**config.mk**
```make
export PLATFORM = sky130hd
export DESIGN_NAME = ripple_count_reader
export DESIGN_NICKNAME = d
export VERILOG_FILES = /design/src/rtl/ripple_rd_pkg.sv /design/src/rtl/sync_2ff.sv /design/src/rtl/ripple_count_reader.sv
export SDC_FILE = /design/constraint.sdc
export NUM_CORES = 1
export LEC_CHECK = 0
export ABC_AREA = 1
export BUFFER_PORTS_ARGS = -buffer_cell sky130_fd_sc_hd__clkbuf_2
export CAP_MARGIN = 10
export CORE_MARGIN = 4
export CORE_UTILIZATION = 50
export CTS_BUF_LIST = sky130_fd_sc_hd__clkbuf_4 sky130_fd_sc_hd__clkbuf_8
export CTS_CLUSTER_SIZE = 12
export DETAILED_ROUTE_END_ITERATION = 12
export PLACE_DENSITY = 0.8
export SYNTH_ARGS = -nofsm -noshare
export SYNTH_HDL_FRONTEND = slang
export SYNTH_SLANG_ARGS = --single-unit
```
**constraint.sdc**
```tcl
create_clock -name CLK -period 5.7 [get_ports CLK]
set_input_delay 0.285 -clock CLK [delete_from_list [all_inputs] [get_ports CLK]]
set_output_delay 0.285 -clock CLK [all_outputs]
set_load 0.03 [all_outputs]
```
**src/rtl/ripple_rd_pkg.sv**
```systemverilog
// Shared constants and FSM encoding for the ripple counter reader.
package ripple_rd_pkg;

  localparam int unsigned DefCw           = 4;
  localparam int unsigned DefAccW         = 16;
  localparam int unsigned DefStableCycles = 2;

  // Width of the stability counter; covers STABLE_CYCLES up to 7.
  localparam int unsigned StabW = 3;

  typedef enum logic [1:0] {
    IDLE        = 2'd0,
    WAIT_STABLE = 2'd1,
    PRESENT     = 2'd2
  } state_e;

endpackage

```
**src/rtl/sync_2ff.sv**
```systemverilog
// Two-flop synchronizer with synchronous active-high reset.
module sync_2ff #(
  parameter int unsigned Width = 1
) (
  input  logic             clk_i,
  input  logic             rst_i,
  input  logic [Width-1:0] d_i,
  output logic [Width-1:0] q_o
);

  logic [Width-1:0] sync1_q;
  logic [Width-1:0] sync2_q;

  // Shift the asynchronous input through two stages.
  always_ff @(posedge clk_i) begin
    if (rst_i) begin
      sync1_q <= '0;
      sync2_q <= '0;
    end else begin
      sync1_q <= d_i;
      sync2_q <= sync1_q;
    end
  end

  assign q_o = sync2_q;

endmodule

```
**src/rtl/ripple_count_reader.sv**
```systemverilog
// Reads a free-running ripple counter, accumulates its counts into a wide
// total and reports snapshots of that total over a valid/ready handshake.
module ripple_count_reader
  import ripple_rd_pkg::*;
#(
  parameter int unsigned CW            = DefCw,
  parameter int unsigned ACC_W         = DefAccW,
  parameter int unsigned STABLE_CYCLES = DefStableCycles
) (
  input  logic             CLK,
  input  logic             Reset,
  input  logic [CW-1:0]    A,
  input  logic             Sample_Req,
  input  logic             Ready,
  output logic             Valid,
  output logic [ACC_W-1:0] Count_Out,
  output logic [ACC_W-1:0] Delta_Out,
  output logic             Overflow
);

  localparam logic [StabW-1:0] StabMax = StabW'(STABLE_CYCLES);

  logic [CW-1:0]    sync2;
  logic [CW-1:0]    sync2_d_q;
  logic [StabW-1:0] stab_cnt_q, stab_cnt_d;
  logic [CW-1:0]    last_val_q, last_val_d;
  logic [ACC_W-1:0] total_q, total_d;
  logic [ACC_W-1:0] last_report_q, last_report_d;
  logic [ACC_W-1:0] count_q, count_d;
  logic [ACC_W-1:0] delta_q, delta_d;
  logic             ovf_q, ovf_d;
  state_e           state_q, state_d;

  logic             changed;
  logic             stable;
  logic             accept;
  logic [CW-1:0]    step;
  logic [ACC_W:0]   sum;

  sync_2ff #(
    .Width (CW)
  ) u_sync (
    .clk_i (CLK),
    .rst_i (Reset),
    .d_i   (A),
    .q_o   (sync2)
  );

  // Stability tracking and accumulation of counter deltas.
  always_comb begin
    changed = (sync2 != sync2_d_q);
    stab_cnt_d = stab_cnt_q;
    if (changed) begin
      stab_cnt_d = '0;
    end else if (stab_cnt_q < StabMax) begin
      stab_cnt_d = stab_cnt_q + 1'b1;
    end
    // The counter only resets on the edge after a change, so also require no
    // change this cycle; otherwise a single-cycle ripple value could slip in.
    stable = (stab_cnt_q == StabMax) && !changed;
    accept = stable && (sync2 != last_val_q);
    step   = sync2 - last_val_q;
    sum    = {1'b0, total_q} + (ACC_W + 1)'(step);

    total_d    = total_q;
    last_val_d = last_val_q;
    ovf_d      = ovf_q;
    if (accept) begin
      total_d    = sum[ACC_W-1:0];
      last_val_d = sync2;
      ovf_d      = ovf_q | sum[ACC_W];
    end
  end

  // Report FSM; the snapshot includes any accumulation on the same edge.
  always_comb begin
    state_d       = state_q;
    count_d       = count_q;
    delta_d       = delta_q;
    last_report_d = last_report_q;
    unique case (state_q)
      IDLE: begin
        if (Sample_Req) state_d = WAIT_STABLE;
      end
      WAIT_STABLE: begin
        if (stable) begin
          count_d       = total_d;
          delta_d       = total_d - last_report_q;
          last_report_d = total_d;
          state_d       = PRESENT;
        end
      end
      PRESENT: begin
        if (Ready) state_d = IDLE;
      end
      default: state_d = IDLE;
    endcase
  end

  // State registers with synchronous reset.
  always_ff @(posedge CLK) begin
    if (Reset) begin
      sync2_d_q     <= '0;
      stab_cnt_q    <= '0;
      last_val_q    <= '0;
      total_q       <= '0;
      last_report_q <= '0;
      count_q       <= '0;
      delta_q       <= '0;
      ovf_q         <= 1'b0;
      state_q       <= IDLE;
    end else begin
      sync2_d_q     <= sync2;
      stab_cnt_q    <= stab_cnt_d;
      last_val_q    <= last_val_d;
      total_q       <= total_d;
      last_report_q <= last_report_d;
      count_q       <= count_d;
      delta_q       <= delta_d;
      ovf_q         <= ovf_d;
      state_q       <= state_d;
    end
  end

  assign Valid     = (state_q == PRESENT);
  assign Count_Out = count_q;
  assign Delta_Out = delta_q;
  assign Overflow  = ovf_q;

endmodule
```
==> flow_metrics.tcl <==
set metrics [dict create \
    clock_skew_ns 0.009010 \
    insertion_delay_ns 0.35 \
    ys_warn_count 0 \
    arrival_ns 4.44 \
    postCtsSetupBuffers 0 \
    die-area_um2 9223 \
    syn_inst 527 \
    holdWs_ns 0.1197 \
    crit_fanout 4 \
    criticalPathCategory "reg2reg" \
    drive_gt1_frac 0.1511 \
    cts_max_path_buffers 2 \
    rr_endpoint "Delta_Out[11]" \
    fin_nets 599 \
    hp-class "in2reg" \
    h-tree-depth 3 \
    synth_nets 562 \
    synth_edf_count 0 \
    drtIter0Drc 190 \
    worst_slew_pin_slew_ns 0.8979 \
    synth.avg_cell_area_um2 7.353 \
    min_period_over_period 0.7285 \
    ys_top_cells_by_area "dfxtp_1, inv_1, ha_1, nand2_1, a21oi_1" \
    core_um2 7408 \
    std_cell_rows 31 \
    rsz0062_at_grt "false" \
    yosysUniqueCellTypes 40 \
    multi_input_area_um2 2046 \
    regToRegSetupSlack_ns 1.55 \
    fp.dieW_um 96.04 \
    start_util 0.5231 \
    synth_top_area_share 0.3616 \
    ant_nets 0 \
    fmax_mhz 240.8 \
    status "completed" \
    antenna_found_initial 0 \
    via_count 3383 \
    cp-end-kind "flop" \
    dieHeight_um 96.04 \
    overflow 0 \
    cts_made_buffers 9 \
    worst_slew_margin_rel 0.4008 \
    cap_violations 0 \
    dp_hpwl_um 6662 \
    cp.required_ns 5.99 \
    hold_violations 0 \
    period_needed_ns 4.153 \
    io_buffers 41 \
    place_ws_ns 1.620 \
    wl_per_cell_um 13.14 \
    fin_setup_tns_ns 0 \
    cts_tree "yes" \
    seq_area_um2 1401 \
    grt_max_degree 54 \
    ys_async_sr_fraction 0 \
    drt-total-wl_um 8780 \
    clk_pin_slew_ns 0.08 \
    ir_worst_vdd_v 0.0001324 \
    grt_pass1_vias 3191 \
    area_growth_pct 12.21 \
    met2_usage 0.3358 \
    yosys_most_used_dff "dfxtp_1" \
    powerDensity_nw_per_um2 256.1 \
    setup_slack_ns 1.548 \
    clkSinkCount 70 \
    grtUsageMet1 0.2804 \
    endpoint "Delta_Out[11]" \
    ys_seq_area_frac 0.3616 \
    track_usage 0.2086 \
    most-common-layout-cells "inv_1, dfxtp_1, nand2_1, nor2_1, a21oi_1" \
    cts_resized 0 \
    worstRegToRegCells 20 \
    place_congestion 0.9874 \
    crit_start "u_sync.q_o[0]" \
    hold_buffers 0 \
    layout.cells.most_common "inv_1" \
    diodes 0 \
    grt_pass1_wl_um 15000 \
    critPathLaunchType "flop" \
    fill_cells 703 \
    grtUsageMet3 0.05004 \
    netlist_area_um2 3875 \
    dr.pass1.iters 5 \
    leakage_nw 2.182 \
    ys_ff_latch 70 \
    drv_slew 0 \
    yosys.area.top_type "dfxtp_1" \
    gr-max-usage-layer "met2" \
    root_buffer "clkbuf_8" \
    drc 0 \
    setup_viol 0 \
    ios 42 \
    vias_per_cell 5.064 \
    r2r-start "u_sync.q_o[0]" \
]
-- through the flow --
step           power (mW)  cell area (um2)  utilization  instances
6_report            1.113             4348       0.5869        668
2_1_floorplan      0.6311             3875            -        527
4_1_cts             1.123             4348       0.5869        668
3_5_place_dp       0.6639             4121       0.5563        652
5_1_grt             1.168             4348       0.5869        668
3_3_place_gp       0.6601             4121       0.5563        652
-- report_power, final --
part	internal, mW	switching [mW]
clock	0.252	0.208
combinational	0.0516	0.0935
sequential	0.500	0.00818
total	0.804	0.310
-- worst min-delay path by stage --
stage                                  from           endpoint  slack [ns]  cells after the start
final                                  A[0]  u_sync.sync1_q[0]        0.12                      3
after global routing                   A[3]  u_sync.sync1_q[3]        0.11                      3
after CTS                              A[1]  u_sync.sync1_q[1]        0.11                      3
after detailed placement  u_sync.sync1_q[0]      u_sync.q_o[0]        0.40                      2
after global placement    u_sync.sync1_q[1]      u_sync.q_o[1]        0.39                      2
after floorplan           u_sync.sync1_q[0]      u_sync.q_o[0]        0.39                      2
-- layer usage --
metal | wire, um | vias up | part of all wire
li1 | - | 1744 | -
met1 | 4177 | 1536 | 0.48
met2 | 4026 | 88 | 0.46
met3 | 447 | 15 | 0.051
met4 | 128 | 0 | 0.015
met5 | 0 | - | 0
-- worst max-delay path, cell delays in order (launching register included) --
cell	delay (ns)
dfxtp_1	0.33
inv_2	0.08
ha_1	0.14
inv_1	0.05
fa_1	0.51
inv_1	0.06
fa_1	0.43
o21ai_1	0.32
and3_1	0.24
nand4_1	0.12
xor2_1	0.29
inv_1	0.08
ha_1	0.35
inv_1	0.09
o21bai_1	0.20
o21bai_1	0.18
a21oi_1	0.07
or2_2	0.28
nand3_1	0.07
o211ai_1	0.11
inv_1	0.09
-- Yosys cell counts (3+ instances only) --
cell type  count
nand2_1       69
nor2_1        60
fa_1           3
nand3_1       30
nor2_2         4
o21bai_1       4
o21ai_1        5
clkbuf_1       8
nand2_2        6
a21o_1         3
o21ai_0       32
a31oi_1        4
xnor2_1        8
dfxtp_1       70
a21oi_1       45
nor3_1         4
buf_2          3
or2_2          3
inv_1         86
nand4_1        4
xor2_1        19
ha_1          24
or2_1          3
inv_2          6
nor2_4         3
-- flip-flops by register name (all words and copies together), names as in the netlist --
| name | count |
|---|---|
| Count_Out | 16 |
| Delta_Out | 16 |
| Overflow | 1 |
| last_val_q | 4 |
| stab_cnt_q | 3 |
| state_q | 2 |
| sync2_d_q | 4 |
| total_q | 16 |
| u_sync.q_o | 4 |
| u_sync.sync1_q | 4 |
-- cell families after synthesis --
logic type / count (synthesis) / synth area share
and+or+nand+nor: 195 / 0.2293
AOI/OAI and AO/OA: 100 / 0.1405
buffers and inverters: 107 / 0.1104
adders and majority gates: 27 / 0.09299
DFF: 70 / 0.3616
xor gates and xnor gates: 28 / 0.06523
-- cell type report --
type | count | share of cell area
well taps | 99 | 0.02849
clock inverters | 7 | 0.02360
repair buffers | 41 | 0.04719
inverters | 92 | 0.07942
multi-input cells | 350 | 0.4705
clock buffers | 9 | 0.02849
flip-flops and latches | 70 | 0.3223
Power figures use the tool's default switching activity.
